## src/rtl/barrel_ctrl.sv

```systemverilog
// ============================================================================
// barrel_ctrl : rolling/falling barrel position and animation controller.
// Optional feature macro: BARREL_CTRL_KILL_EN (adds the kill input).
// Revision: 1.0
// ============================================================================
`default_nettype none

module barrel_ctrl #(
  parameter int SPAWN_X    = 100,
  parameter int SPAWN_Y    = 60,
  parameter int LEFT_EDGE  = 40,
  parameter int RIGHT_EDGE = 600,
  parameter int PITCH      = 80,
  parameter int FLOOR_Y    = 380,
  parameter int ROLL_STEP  = 2,
  parameter int FALL_STEP  = 4,
  parameter int ANIM_DIV   = 4
) (
  input  logic       clk,
  input  logic       rst,
`ifdef BARREL_CTRL_KILL_EN
  input  logic       kill,
`endif
  input  logic       frame_tick,
  input  logic       spawn,
  output logic [9:0] posX,
  output logic [8:0] posY,
  output logic [1:0] state,
  output logic [2:0] animation_state,
  output logic       done
);

  localparam int CW = (ANIM_DIV > 1) ? $clog2(ANIM_DIV) : 1;

  localparam logic [9:0]    C_SPAWN_X  = 10'(SPAWN_X);
  localparam logic [8:0]    C_SPAWN_Y  = 9'(SPAWN_Y);
  localparam logic [10:0]   C_LEFT     = 11'(LEFT_EDGE);
  localparam logic [10:0]   C_RIGHT    = 11'(RIGHT_EDGE);
  localparam logic [10:0]   C_ROLL     = 11'(ROLL_STEP);
  localparam logic [9:0]    C_FALL     = 10'(FALL_STEP);
  localparam logic [9:0]    C_PITCH    = 10'(PITCH);
  localparam logic [8:0]    C_FLOOR    = 9'(FLOOR_Y);
  localparam logic [CW-1:0] C_CNT_MAX  = CW'(ANIM_DIV - 1);

  localparam logic [2:0] C_ROLL1 = 3'b000;
  localparam logic [2:0] C_FALL1 = 3'b100;

  typedef enum logic [1:0] {
    S_INITIAL = 2'b00,
    S_ROLLING = 2'b01,
    S_FALLING = 2'b10
  } state_t;

  state_t        r_state;
  logic          r_dir;      // 0 = moving right, 1 = moving left
  logic [CW-1:0] r_cnt;
  logic [8:0]    r_target;

  logic          w_kill;
`ifdef BARREL_CTRL_KILL_EN
  assign w_kill = kill;
`else
  assign w_kill = 1'b0;
`endif

  // Horizontal motion, computed one bit wider so the edge tests cannot wrap
  logic [10:0] w_x_plus;
  logic [9:0]  w_x_minus;
  logic        w_right_hit;
  logic        w_left_hit;
  logic        w_edge;
  logic [9:0]  w_x_next;

  assign w_x_plus    = {1'b0, posX} + C_ROLL;
  assign w_x_minus   = posX - C_ROLL[9:0];
  assign w_right_hit = (w_x_plus >= C_RIGHT);
  assign w_left_hit  = ({1'b0, posX} <= (C_LEFT + C_ROLL));
  assign w_edge      = r_dir ? w_left_hit : w_right_hit;
  assign w_x_next    = w_edge ? (r_dir ? C_LEFT[9:0] : C_RIGHT[9:0])
                              : (r_dir ? w_x_minus : w_x_plus[9:0]);

  logic [9:0] w_y_plus;
  logic       w_land;
  logic [9:0] w_target_sum;
  logic       w_above_floor;

  assign w_y_plus      = {1'b0, posY} + C_FALL;
  assign w_land        = (w_y_plus >= {1'b0, r_target});
  assign w_target_sum  = {1'b0, posY} + C_PITCH;
  assign w_above_floor = (posY < C_FLOOR);

  logic          w_wrap;
  logic [CW-1:0] w_cnt_next;
  logic [2:0]    w_roll_anim;

  assign w_wrap      = (r_cnt == C_CNT_MAX);
  assign w_cnt_next  = w_wrap ? '0 : r_cnt + 1'b1;
  assign w_roll_anim = r_dir ? {1'b0, animation_state[1:0] - 2'd1}
                             : {1'b0, animation_state[1:0] + 2'd1};

  assign state = r_state;

  always_ff @(posedge clk) begin
    if (rst) begin
      r_state         <= S_INITIAL;
      posX            <= C_SPAWN_X;
      posY            <= C_SPAWN_Y;
      animation_state <= C_ROLL1;
      r_dir           <= 1'b0;
      r_cnt           <= '0;
      r_target        <= '0;
      done            <= 1'b0;
    end else begin
      done <= 1'b0;
      case (r_state)
        S_INITIAL: begin
          if (spawn) begin
            posX            <= C_SPAWN_X;
            posY            <= C_SPAWN_Y;
            r_dir           <= 1'b0;
            animation_state <= C_ROLL1;
            r_cnt           <= '0;
            r_state         <= S_ROLLING;
          end
        end

        S_ROLLING: begin
          if (w_kill) begin
            r_state <= S_INITIAL;
            done    <= 1'b1;
          end else if (frame_tick) begin
            posX <= w_x_next;
            if (w_edge) begin
              // Edge event owns the animation; any pending wrap is dropped
              if (w_above_floor) begin
                r_target        <= w_target_sum[8:0];
                animation_state <= C_FALL1;
                r_cnt           <= '0;
                r_state         <= S_FALLING;
              end else begin
                r_state <= S_INITIAL;
                done    <= 1'b1;
              end
            end else begin
              r_cnt <= w_cnt_next;
              if (w_wrap) begin
                animation_state <= w_roll_anim;
              end
            end
          end
        end

        S_FALLING: begin
          if (w_kill) begin
            r_state <= S_INITIAL;
            done    <= 1'b1;
          end else if (frame_tick) begin
            if (w_land) begin
              posY            <= r_target;
              r_dir           <= ~r_dir;
              animation_state <= C_ROLL1;
              r_cnt           <= '0;
              r_state         <= S_ROLLING;
            end else begin
              posY  <= w_y_plus[8:0];
              r_cnt <= w_cnt_next;
              if (w_wrap) begin
                animation_state <= animation_state ^ 3'b001;
              end
            end
          end
        end

        default: begin
          r_state <= S_INITIAL;
        end
      endcase
    end
  end

endmodule

`default_nettype wire

```

## config.mk

```make
export PLATFORM = sky130hd
export DESIGN_NAME = barrel_ctrl
export DESIGN_NICKNAME = d
export VERILOG_FILES = /design/src/rtl/barrel_ctrl.sv
export SDC_FILE = /design/constraint.sdc
export NUM_CORES = 1
export LEC_CHECK = 0
export CAP_MARGIN = 20
export CORE_UTILIZATION = 41
export DETAILED_ROUTE_END_ITERATION = 10
export REMOVE_ABC_BUFFERS = 1
export SKIP_CTS_REPAIR_TIMING = 1
export SLEW_MARGIN = 0
export SYNTH_ARGS = -nofsm -noshare
export SYNTH_HDL_FRONTEND = slang
export SYNTH_SLANG_ARGS = --single-unit
```

## constraint.sdc

```tcl
create_clock -name clk -period 7.4 [get_ports clk]
set_input_delay 1.48 -clock clk [delete_from_list [all_inputs] [get_ports clk]]
set_output_delay 1.48 -clock clk [all_outputs]
set_load 0.1 [all_outputs]
```

==> summary.md, run 1 <==
| Metric | Value |
|---|---|
| Static leakage | 1.15 nW |
| TNS Setup | 0 ns |
| Initial core utilization | 42.6% |
| # clock sinks | 36 |
| Final Max Tran Viols | 0 |
| Yosys top cell by area | sky130_fd_sc_hd__dfxtp_1 |
| Synth top area share | 26.5% |
| Number of global-route vias before repair | 2,266 |
| Routed WL | 6350 um |
| Part of the cycle the worst path needs | 50.0% |
| Slew headroom | 34.8% |
| Portion of the post-synthesis area used by sequential elements | 26.5% |
| Critical Path End Type | primary output |
| Area delta synth->final | 13.5% |
| Worst Setup Start Kind | flop |
| Clock skew | 0.0111 ns |
| Mapped cell area | 2720 sq um |
| Cell Chain, Critical Path | clkdlybuf4s50_1 |
| Largest fanout on the critical path | 16 |
| Post-synth EDFFs | 0 |
| Outcome | completed |
| Power density normalized to cell area | 296 nW/um^2 |
| Weighted congestion at the end of routability-driven global placement | 0.825 |
| Most common flop cell mapped by yosys | sky130_fd_sc_hd__dfxtp_1 |
| Unrepaired setup endpoints after global routing | no |
| Final ANT Viol Nets | 0 |
| Final instance area | 3090 sq um |
| Avg Cell Area, Syn | 8.10 sq um |
| Cells after synthesis | 336 |
| Class of the worst hold path | flop to flop |
| Number of buffers created by CTS | 5 |
| Final critical-path required period | 3.70 ns |
| Largest cells by area after synthesis | sky130_fd_sc_hd__dfxtp_1 (26%), sky130_fd_sc_hd__ha_1 (8.7%), sky130_fd_sc_hd__nor2_1 (4.1%) |
| Longest Clk Path Bufs | 2 |
| Insertion delay to the later sink of the worst-skew pair | 0.30 ns |
| Average via count per standard cell | 5.67 |
| Largest delay share family, worst path | buffers and inverters |
| Height of the die | 83.5 um |
| Row count | 29 |
| Boundary Pins | 29 |
| Width of the chip | 83.5 um |
| Die ar. | 6970 sq um |
| Worst supply voltage drop on vdd | 0.000232 V |
| Min-Delay Path Depth | 1 |
| HPWL reported at the end of detailed placement | 4460 um |
| Number of buffers and inverters on the critical path | 1 |
| Clock transition at the registers of the reported paths | 0.08 ns |
| Maximum number of pins on one net before global-route repair | 40 |
| Unique cell type count in the Yosys netlist | 64 |
| Global-route wire length before repair | 11,000 um |
| Data arrival at the endpoint of the critical path | 2.22 ns |
| Routed vias | 2,417 |
| Required time of the worst setup path | 5.92 ns |
| Number of DRC markers after the initial detailed-route iteration | 158 |
| Clk root buf | sky130_fd_sc_hd__clkbuf_8 |
| Antenna violations before repair | 0 |
| CP Class | flop to primary output |
| Highest achievable clock rate | 270 MHz |
| Number of nets at the end of the flow | 371 |
| Most frequent standard cell in the layout excluding fill and tap cells | sky130_fd_sc_hd__dfxtp_1 |
| Path depth of the worst reg2reg path | 11 |
| Drt drc | 0 |
| Cell with the largest stage delay on the worst path | sky130_fd_sc_hd__clkdlybuf4s50_1 |
| Gr ovfl total | 0 |
| H-tree Lvls | 2 |
| # Max-Cap Violations | 0 |
| Transition time of the tightest slew-check pin | 0.975 ns |
| Most frequent cells in the layout | sky130_fd_sc_hd__dfxtp_1 (36), sky130_fd_sc_hd__nor2_1 (30), sky130_fd_sc_hd__clkdlybuf4s50_1 (27), sky130_fd_sc_hd__nand2_1 (20), sky130_fd_sc_hd__o21ai_0 (20) |
| Core ar. | 6390 sq um |
| Combined global-route utilization of all metal layers | 19.2% |
| Worst path depth | 1 |
| Final Hold Violating Endpoints | 0 |
| Wire per inst | 14.9 um |
| Diode count | 0 |
| Clock tree from TritonCTS | yes |
| Number of detailed-routing iterations run before antenna repair | 4 |
| Endpoints failing setup | 0 |
| Share of async-settable or async-resettable flops after synthesis | 0% |
| Count of yosys warnings during synthesis | 0 |
| Placed inst area | 2980 sq um |
| Maximum single-stage delay on the critical path | 1.24 ns |
| Proportion of layout cells with a drive suffix above 1 | 6.88% |
| Flip-flop and latch count after synthesis | 36 |
| Port Buf Inserts | 27 |
## per-layer routing
| metal | up-vias | GRT usage (%) | part of all wire (%) |
|---|---|---|---|
| met1 | 1136 | 28.2 | 51 |
| li1 | 1217 | - | - |
| met3 | 10 | 3.07 | 3.0 |
| met5 | - | 0 | 0 |
| met4 | 0 | 6.32 | 1.7 |
| met2 | 54 | 28.5 | 44 |
## registers in the layout, summed over array words and instances (netlist names)
| register | flops |
|---|---|
| animation_state | 3 |
| done | 1 |
| posX | 9 |
| posY | 9 |
| r_cnt | 2 |
| r_dir | 1 |
| r_target | 9 |
| state | 2 |
## layout make-up
| cell class | count | area [sq um] |
|---|---|---|
| Clock buffer | 5 | 68.8 |
| Clock inverter | 3 | 42.5 |
| Fill cell | 645 | 3300 |
| Inverter | 19 | 71.3 |
| Multi-Input combinational cell | 257 | 1800 |
| Sequential cell | 36 | 721 |
| Tap cell | 77 | 96.3 |
| Timing Repair Buffer | 29 | 285 |
## power by group
part	switching [W]	total [W]	leakage, nW	internal, W
logic	0.000323	0.000492	0.806	0.000170
registers	0.0000330	0.000244	0.291	0.000211
clock network	0.0000788	0.000179	0.0541	0.0000998
## per-stage QoR
stage	cells	total power, W	hold WS, ns	util [%]	setup WS (ns)
6_report	426	0.000915	0.477	48.4	3.70
5_1_grt	426	0.000983	0.498	48.4	3.60
4_1_cts	426	0.000921	0.489	48.4	3.70
3_5_place_dp	418	0.000738	0.469	46.6	4.02
3_3_place_gp	418	0.000736	0.463	46.6	4.06
2_1_floorplan	312	0.000629	0.438	-	3.79
## cell usage after synthesis (all sizes together), types with 3 or more instances
library cell,number
o21a,3
o31ai,3
nand3,10
o21ai,24
nor4,3
nor2,32
nand4,5
nor2b,6
a21o,5
mux2i,11
nor3,11
nand3b,3
nand2b,15
ha,19
a32oi,3
or2,5
and2,5
a221o,3
xnor2,11
nor3b,3
a211oi,5
dfxtp,36
nand2,20
inv,19
clkbuf,12
a221oi,4
buf,12
a21oi,15
## path summary, 6_finish.rpt
kind	startpoint	end	slack (ns)
hold reg to reg	r_cnt[0]	r_cnt[0]	0.48
setup / recovery	posX[3]	posX[3]	3.70
setup reg to reg	posY[4]	posY[2]	4.04
hold / removal	r_cnt[0]	r_cnt[0]	0.48
## cells by family (layout without fill, tap and decap cells)
| kind of cell | Yosys count | count (layout) | synth area share, % |
|---|---|---|---|
| and+or+nand+nor | 127 | 127 | 25.7 |
| other | 1 | 1 | 0.138 |
| buffers and inverters | 43 | 56 | 7.26 |
| DFF | 36 | 36 | 26.5 |
| adders and majority gates | 19 | 19 | 8.74 |
| muxes | 11 | 11 | 4.05 |
| AOI/OAI and AO/OA | 86 | 86 | 23.4 |
| xor gates and xnor gates | 13 | 13 | 4.18 |
No activity file was read; power rests on OpenSTA's default activity.
==> run 2, diff against run 1 <==
==> constraint.sdc (replaced) <==
create_clock -name clk -period 3.2 [get_ports clk]
set_input_delay 0.64 -clock clk [delete_from_list [all_inputs] [get_ports clk]]
set_output_delay 0.64 -clock clk [all_outputs]
set_load 0.1 [all_outputs]
==> run 2 against run 1 <==
  * Count of clock-buffer cells in the layout unchanged
  * Cell area increased by 0.28%
  * Critical path depth increased by 9
  * Total power increased by 130%
  * Flip-flop and latch count unchanged
  * Final cell count increased by 1.9%
  * Register-to-register slack got worse by 3.8 ns
  * Critical endpoint is now state[1]
  * Largest cell class unchanged
  * Largest power group unchanged
==> summary.md, run 2 (synthesis results as in run 1) <==
| Metric | Value |
|---|---|
| Outcome | completed (unchanged) |
| Number of nets at the end of the flow | 379 (was 371) |
| Wire per inst | 14.5 um (was 14.9 um) |
| Total Power | 0.00213 W (was 0.000915 W) |
| FF-to-FF Start | posY[2] (was posY[4]) |
| Row count | 29 (unchanged) |
| Worst reg2reg path endpoint | state[1] (was posY[2]) |
| H-tree Lvls | 2 (unchanged) |
| Proportion of layout cells with a drive suffix above 1 | 16.8% (was 6.88%) |
| Most frequent cells in the layout | sky130_fd_sc_hd__dfxtp_1 (35), sky130_fd_sc_hd__buf_4 (34), sky130_fd_sc_hd__nor2_1 (29), sky130_fd_sc_hd__nand2_1 (20), sky130_fd_sc_hd__o21ai_0 (20) (was sky130_fd_sc_hd__dfxtp_1 (36), sky130_fd_sc_hd__nor2_1 (30), sky130_fd_sc_hd__clkdlybuf4s50_1 (27), sky130_fd_sc_hd__nand2_1 (20), sky130_fd_sc_hd__o21ai_0 (20)) |
| Combined global-route utilization of all metal layers | 18.9% (was 19.2%) |
| Seq. cell area | 722 sq um (was 721 sq um) |
| Clock tree from TritonCTS | yes (unchanged) |
| Static leakage | 1.23 nW (was 1.15 nW) |
| Final ANT Viol Nets | 0 (unchanged) |
| Required time of the worst setup path | 3.43 ns (was 5.92 ns) |
| Boundary Pins | 29 (unchanged) |
| # clock sinks | 36 (unchanged) |
| Longest Clk Path Bufs | 2 (unchanged) |
| Clock skew | 0.00637 ns (was 0.0111 ns) |
| Reg-to-reg slack, setup | 0.26 ns (was 4.04 ns) |
| Global-route wire length before repair | 10,900 um (was 11,000 um) |
| Weighted congestion at the end of routability-driven global placement | 0.825 (about the same) |
| Port Buf Inserts | 27 (unchanged) |
| Worst Setup Start Kind | flop (unchanged) |
| Area delta synth->final | 13.8% (was 13.5%) |
| Non-Filler Instances | 434 (was 426) |
| Data arrival at the endpoint of the critical path | 3.18 ns (was 2.22 ns) |
| Maximum number of pins on one net before global-route repair | 39 (was 40) |
| Antenna violations before repair | 0 (unchanged) |
| Insertion delay to the later sink of the worst-skew pair | 0.30 ns (about the same) |
| Average via count per standard cell | 5.53 (was 5.67) |
| Total instance count after detailed placement | 426 (was 418) |
| Height of the die | 83.5 um (unchanged) |
| Most frequent standard cell in the layout excluding fill and tap cells | sky130_fd_sc_hd__dfxtp_1 (unchanged) |
| Area of the multi-input gates | 1810 sq um (was 1800 sq um) |
| Source of the worst hold timing path | r_cnt[0] (unchanged) |
| Routed vias | 2,402 (was 2,417) |
| Final Hold Violating Endpoints | 0 (unchanged) |
| CP Class | flop to flop (was flop to primary output) |
| Clk root buf | sky130_fd_sc_hd__clkbuf_8 (unchanged) |
| # Max-Cap Violations | 0 (unchanged) |
| Final Max Tran Viols | 0 (unchanged) |
| Transition time of the tightest slew-check pin | 0.743 ns (was 0.975 ns) |
| Number of DRC markers after the initial detailed-route iteration | 166 (was 158) |
| Unrepaired setup endpoints after global routing | no (unchanged) |
| Core ar. | 6390 sq um (unchanged) |
| Slew headroom | 50.3% (was 34.8%) |
| Width of the chip | 83.5 um (unchanged) |
| Clock transition at the registers of the reported paths | 0.08 ns (about the same) |
| Power density normalized to cell area | 687 nW/um^2 (was 296 nW/um^2) |
| Critical Path End Type | flop (was primary output) |
| Largest registers | posX (9), posY (9), r_target (9) (unchanged) |
| Die ar. | 6970 sq um (unchanged) |
| Routed WL | 6290 um (was 6350 um) |
| End of the worst hold path | r_cnt[0] (unchanged) |
| Number of global-route vias before repair | 2,238 (was 2,266) |
| Final core utilization | 48.5% (was 48.4%) |
| Class of the worst hold path | flop to flop (unchanged) |
| Highest achievable clock rate | 340 MHz |
| Drt drc | 0 (unchanged) |
| Initial core utilization | 42.6% (unchanged) |
| Final critical-path required period | 2.94 ns |
| Largest fanout on the critical path | 8 (was 16) |
| Number of buffers created by CTS | 5 (unchanged) |
| Worst supply voltage drop on vdd | 0.000512 V (was 0.000232 V) |
| Filler instances | 630 (was 645) |
| Endpoints failing setup | 0 (unchanged) |
| Diode count | 0 (unchanged) |
| HPWL reported at the end of detailed placement | 4530 um (was 4460 um) |
| Gr ovfl total | 0 (unchanged) |
| Number of detailed-routing iterations run before antenna repair | 4 (unchanged) |
| Path depth of the worst reg2reg path | 10 (was 11) |
| Min-Delay Path Depth | 1 (unchanged) |
| Part of the cycle the worst path needs | 92.0% |
[run 2: power by group]
part | internal, W | switching [W]
Clock | 0.000231 | 0.000183
Combinational | 0.000389 | 0.000776
Sequential | 0.000488 | 0.0000621
Total | 0.00111 | 0.00102
[run 2: final cells by class]
type | instances | share of cell area (%)
flip-flops and latches | 36 | 23.3
well taps | 77 | 3.11
inverters | 19 | 2.30
clock buffers | 5 | 2.22
repair buffers | 37 | 9.21
clock inverters | 3 | 1.37
multi-input cells | 257 | 58.5
[run 2: worst max path at each step]
stage	startpoint	end	slack, ns	cells after the start
6_report	posY[2]	state[1]	0.26	10
3_3_place_gp	posY[2]	state[1]	0.27	10
5_1_grt	posY[2]	posY[8]	0.04	11
2_1_floorplan	posX[2]	state[1]	-0.41	8
4_1_cts	posY[4]	state[1]	0.0008	10
3_5_place_dp	posY[4]	state[1]	0.08	10
[run 2: critical path: stages (launching register included)]
cell                        delay (ns)
sky130_fd_sc_hd__dfxtp_1          0.44
sky130_fd_sc_hd__ha_1             0.30
sky130_fd_sc_hd__nand4_1          0.15
sky130_fd_sc_hd__xnor2_1          0.17
sky130_fd_sc_hd__ha_1             0.30
sky130_fd_sc_hd__and3_1           0.17
sky130_fd_sc_hd__o2111ai_1        0.15
sky130_fd_sc_hd__o21ai_2          0.35
sky130_fd_sc_hd__o21ai_2          0.19
sky130_fd_sc_hd__or4_1            0.51
sky130_fd_sc_hd__a21oi_1          0.14
[run 2: metrics by stage]
step	TNS (ns)	setup slack, ns	instance area, sq um	hold WS [ns]
2_1_floorplan	-5.92	-0.408	2590	0.438
3_3_place_gp	0	0.270	2980	0.465
3_5_place_dp	0	0.0832	2980	0.467
4_1_cts	0	0.000754	3090	0.479
5_1_grt	0	0.0354	3100	0.501
6_report	0	0.255	3100	0.478
[run 2: metal layers]
layer | vias to the layer above | share of wire, % | track usage, %
li1 | 1238 | - | -
met1 | 1115 | 52 | 26.9
met2 | 44 | 44 | 30.0
met3 | 5 | 3.0 | 2.77
met4 | 0 | 1.0 | 4.93
met5 | - | 0 | 0
==> variant: new RTL, config.mk and constraints of run 2 <==
Put one more register stage on the output `posX`, cleared by the reset. The value now appears one clock later. The other outputs are not delayed to match.
--- a/src/rtl/barrel_ctrl.sv
+++ b/src/rtl/barrel_ctrl.sv
@@ -51,6 +51,8 @@
     S_FALLING = 2'b10
   } state_t;
 
+  logic [9:0] posX_s0;
+
   state_t        r_state;
   logic          r_dir;      // 0 = moving right, 1 = moving left
   logic [CW-1:0] r_cnt;
@@ -71,10 +73,10 @@
   logic        w_edge;
   logic [9:0]  w_x_next;
 
-  assign w_x_plus    = {1'b0, posX} + C_ROLL;
-  assign w_x_minus   = posX - C_ROLL[9:0];
+  assign w_x_plus    = {1'b0, posX_s0} + C_ROLL;
+  assign w_x_minus   = posX_s0 - C_ROLL[9:0];
   assign w_right_hit = (w_x_plus >= C_RIGHT);
-  assign w_left_hit  = ({1'b0, posX} <= (C_LEFT + C_ROLL));
+  assign w_left_hit  = ({1'b0, posX_s0} <= (C_LEFT + C_ROLL));
   assign w_edge      = r_dir ? w_left_hit : w_right_hit;
   assign w_x_next    = w_edge ? (r_dir ? C_LEFT[9:0] : C_RIGHT[9:0])
                               : (r_dir ? w_x_minus : w_x_plus[9:0]);
@@ -103,7 +105,7 @@
   always_ff @(posedge clk) begin
     if (rst) begin
       r_state         <= S_INITIAL;
-      posX            <= C_SPAWN_X;
+      posX_s0         <= C_SPAWN_X;
       posY            <= C_SPAWN_Y;
       animation_state <= C_ROLL1;
       r_dir           <= 1'b0;
@@ -115,7 +117,7 @@
       case (r_state)
         S_INITIAL: begin
           if (spawn) begin
-            posX            <= C_SPAWN_X;
+            posX_s0         <= C_SPAWN_X;
             posY            <= C_SPAWN_Y;
             r_dir           <= 1'b0;
             animation_state <= C_ROLL1;
@@ -129,7 +131,7 @@
             r_state <= S_INITIAL;
             done    <= 1'b1;
           end else if (frame_tick) begin
-            posX <= w_x_next;
+            posX_s0 <= w_x_next;
             if (w_edge) begin
               // Edge event owns the animation; any pending wrap is dropped
               if (w_above_floor) begin
@@ -178,6 +180,14 @@
     end
   end
 
+  always_ff @(posedge clk) begin
+    if (rst) begin
+      posX <= '0;
+    end else begin
+      posX <= posX_s0;
+    end
+  end
+
 endmodule
 
 `default_nettype wire
Formal check against the unedited RTL: not equivalent (a bounded check fails within 4 cycles, from zero or initial values and one cycle with rst high).
==> variant against run 2 <==
Wire length rose by 4.1%; power decreased by 7.1%; count of clock-buffer cells in the layout up 1; fmax increased by 3.1%; worst setup slack improved by 0.089 ns; final area is 2.7% higher; area after synthesis is 4.6% higher; largest power group unchanged; sequential cell count is 9 higher.
==> variant: results (changes against run 2) <==
| Metric | Value |
|---|---|
| Met3 usage | 3.50% (was 2.77%) |
| DR WL met2 | 2940 um (was 2750 um) |
| Met2 layer usage reported by global route | 30.1% (was 30.0%) |
| Setup slack, reg-to-reg | 0.34 ns (was 0.26 ns) |
| Routed WL | 6550 um (was 6290 um) |
| Total leakage power | 1.25 nW (was 1.23 nW) |
| Largest net degree at the start of global routing | 40 (was 39) |
| Vias in the first global route | 2282 (was 2238) |
| CP Data Arrival Time | 3.09 ns (was 3.18 ns) |
| Layout Skew | 0.00931 ns (was 0.00637 ns) |
| Cell area after placement | 3090 sq um (was 2980 sq um) |
| Hold Startpoint | r_cnt[1] (was r_cnt[0]) |
| Placed cells | 444 (was 426) |
| Critical path's slowest cell | or4b_1 (was or4_1) |
| Routability congestion estimate | 0.872 (was 0.825) |
| Syn avg cell area | 8.11 sq um (was 8.10 sq um) |
| Mux contribution to synthesized area | 4.22% (was 4.05%) |
| Synth Area in Compound Gates | 18.7% (was 23.4%) |
| Pre-CTS setup slack | 0.357 ns (was 0.0832 ns) |
| Gr usage total | 19.1% (was 18.9%) |
| FF-to-FF path depth | 12 (was 10) |
| VDD IR max | 307 uV (was 512 uV) |
| DRT iter0 DRCs | 180 (was 166) |
| Met1 usage | 26.7% (was 26.9%) |
| CP Max Fanout | 7 (was 8) |
| Status | completed (unchanged) |
| Dpl hpwl | 4710 um (was 4530 um) |
| Hold Slack | 0.471 ns (was 0.478 ns) |
| Comb. pwr | 0.953 mW (was 1.16 mW) |
| WHS Path Cells | 2 (was 1) |
-- variant: changes by cell type in the layout (fill, tap and decap cells not counted), sizes merged, moves of 4 or more --
cell,change
nor2,+9
nand2b,-10
a21oi,+9
o21ai,-4
dfxtp,+9
nand2,+13
or2,-4
-- variant: how the worst max path moves through the flow --
stage / start / end / slack, ns / depth (start not counted)
floorplan: posY[4] / r_cnt[0] / -0.94 / 12
global placement: posY[2] / r_cnt[0] / 0.43 / 12
detailed placement: posY[2] / r_cnt[0] / 0.36 / 12
CTS: posY[2] / r_cnt[0] / 0.32 / 12
global route: posY[2] / r_cnt[0] / 0.07 / 12
finish: posY[2] / r_cnt[0] / 0.34 / 12
-- variant: final cells by class --
| type | instances | area, sq um |
|---|---|---|
| Fill cell | 691 | 3570 |
| Multi-Input combinational cell | 262 | 1730 |
| Sequential cell | 45 | 901 |
| Timing Repair Buffer | 36 | 278 |
| Tap cell | 80 | 100 |
| Clock buffer | 6 | 82.6 |
| Inverter | 21 | 80.1 |
| Clock inverter | 2 | 13.8 |
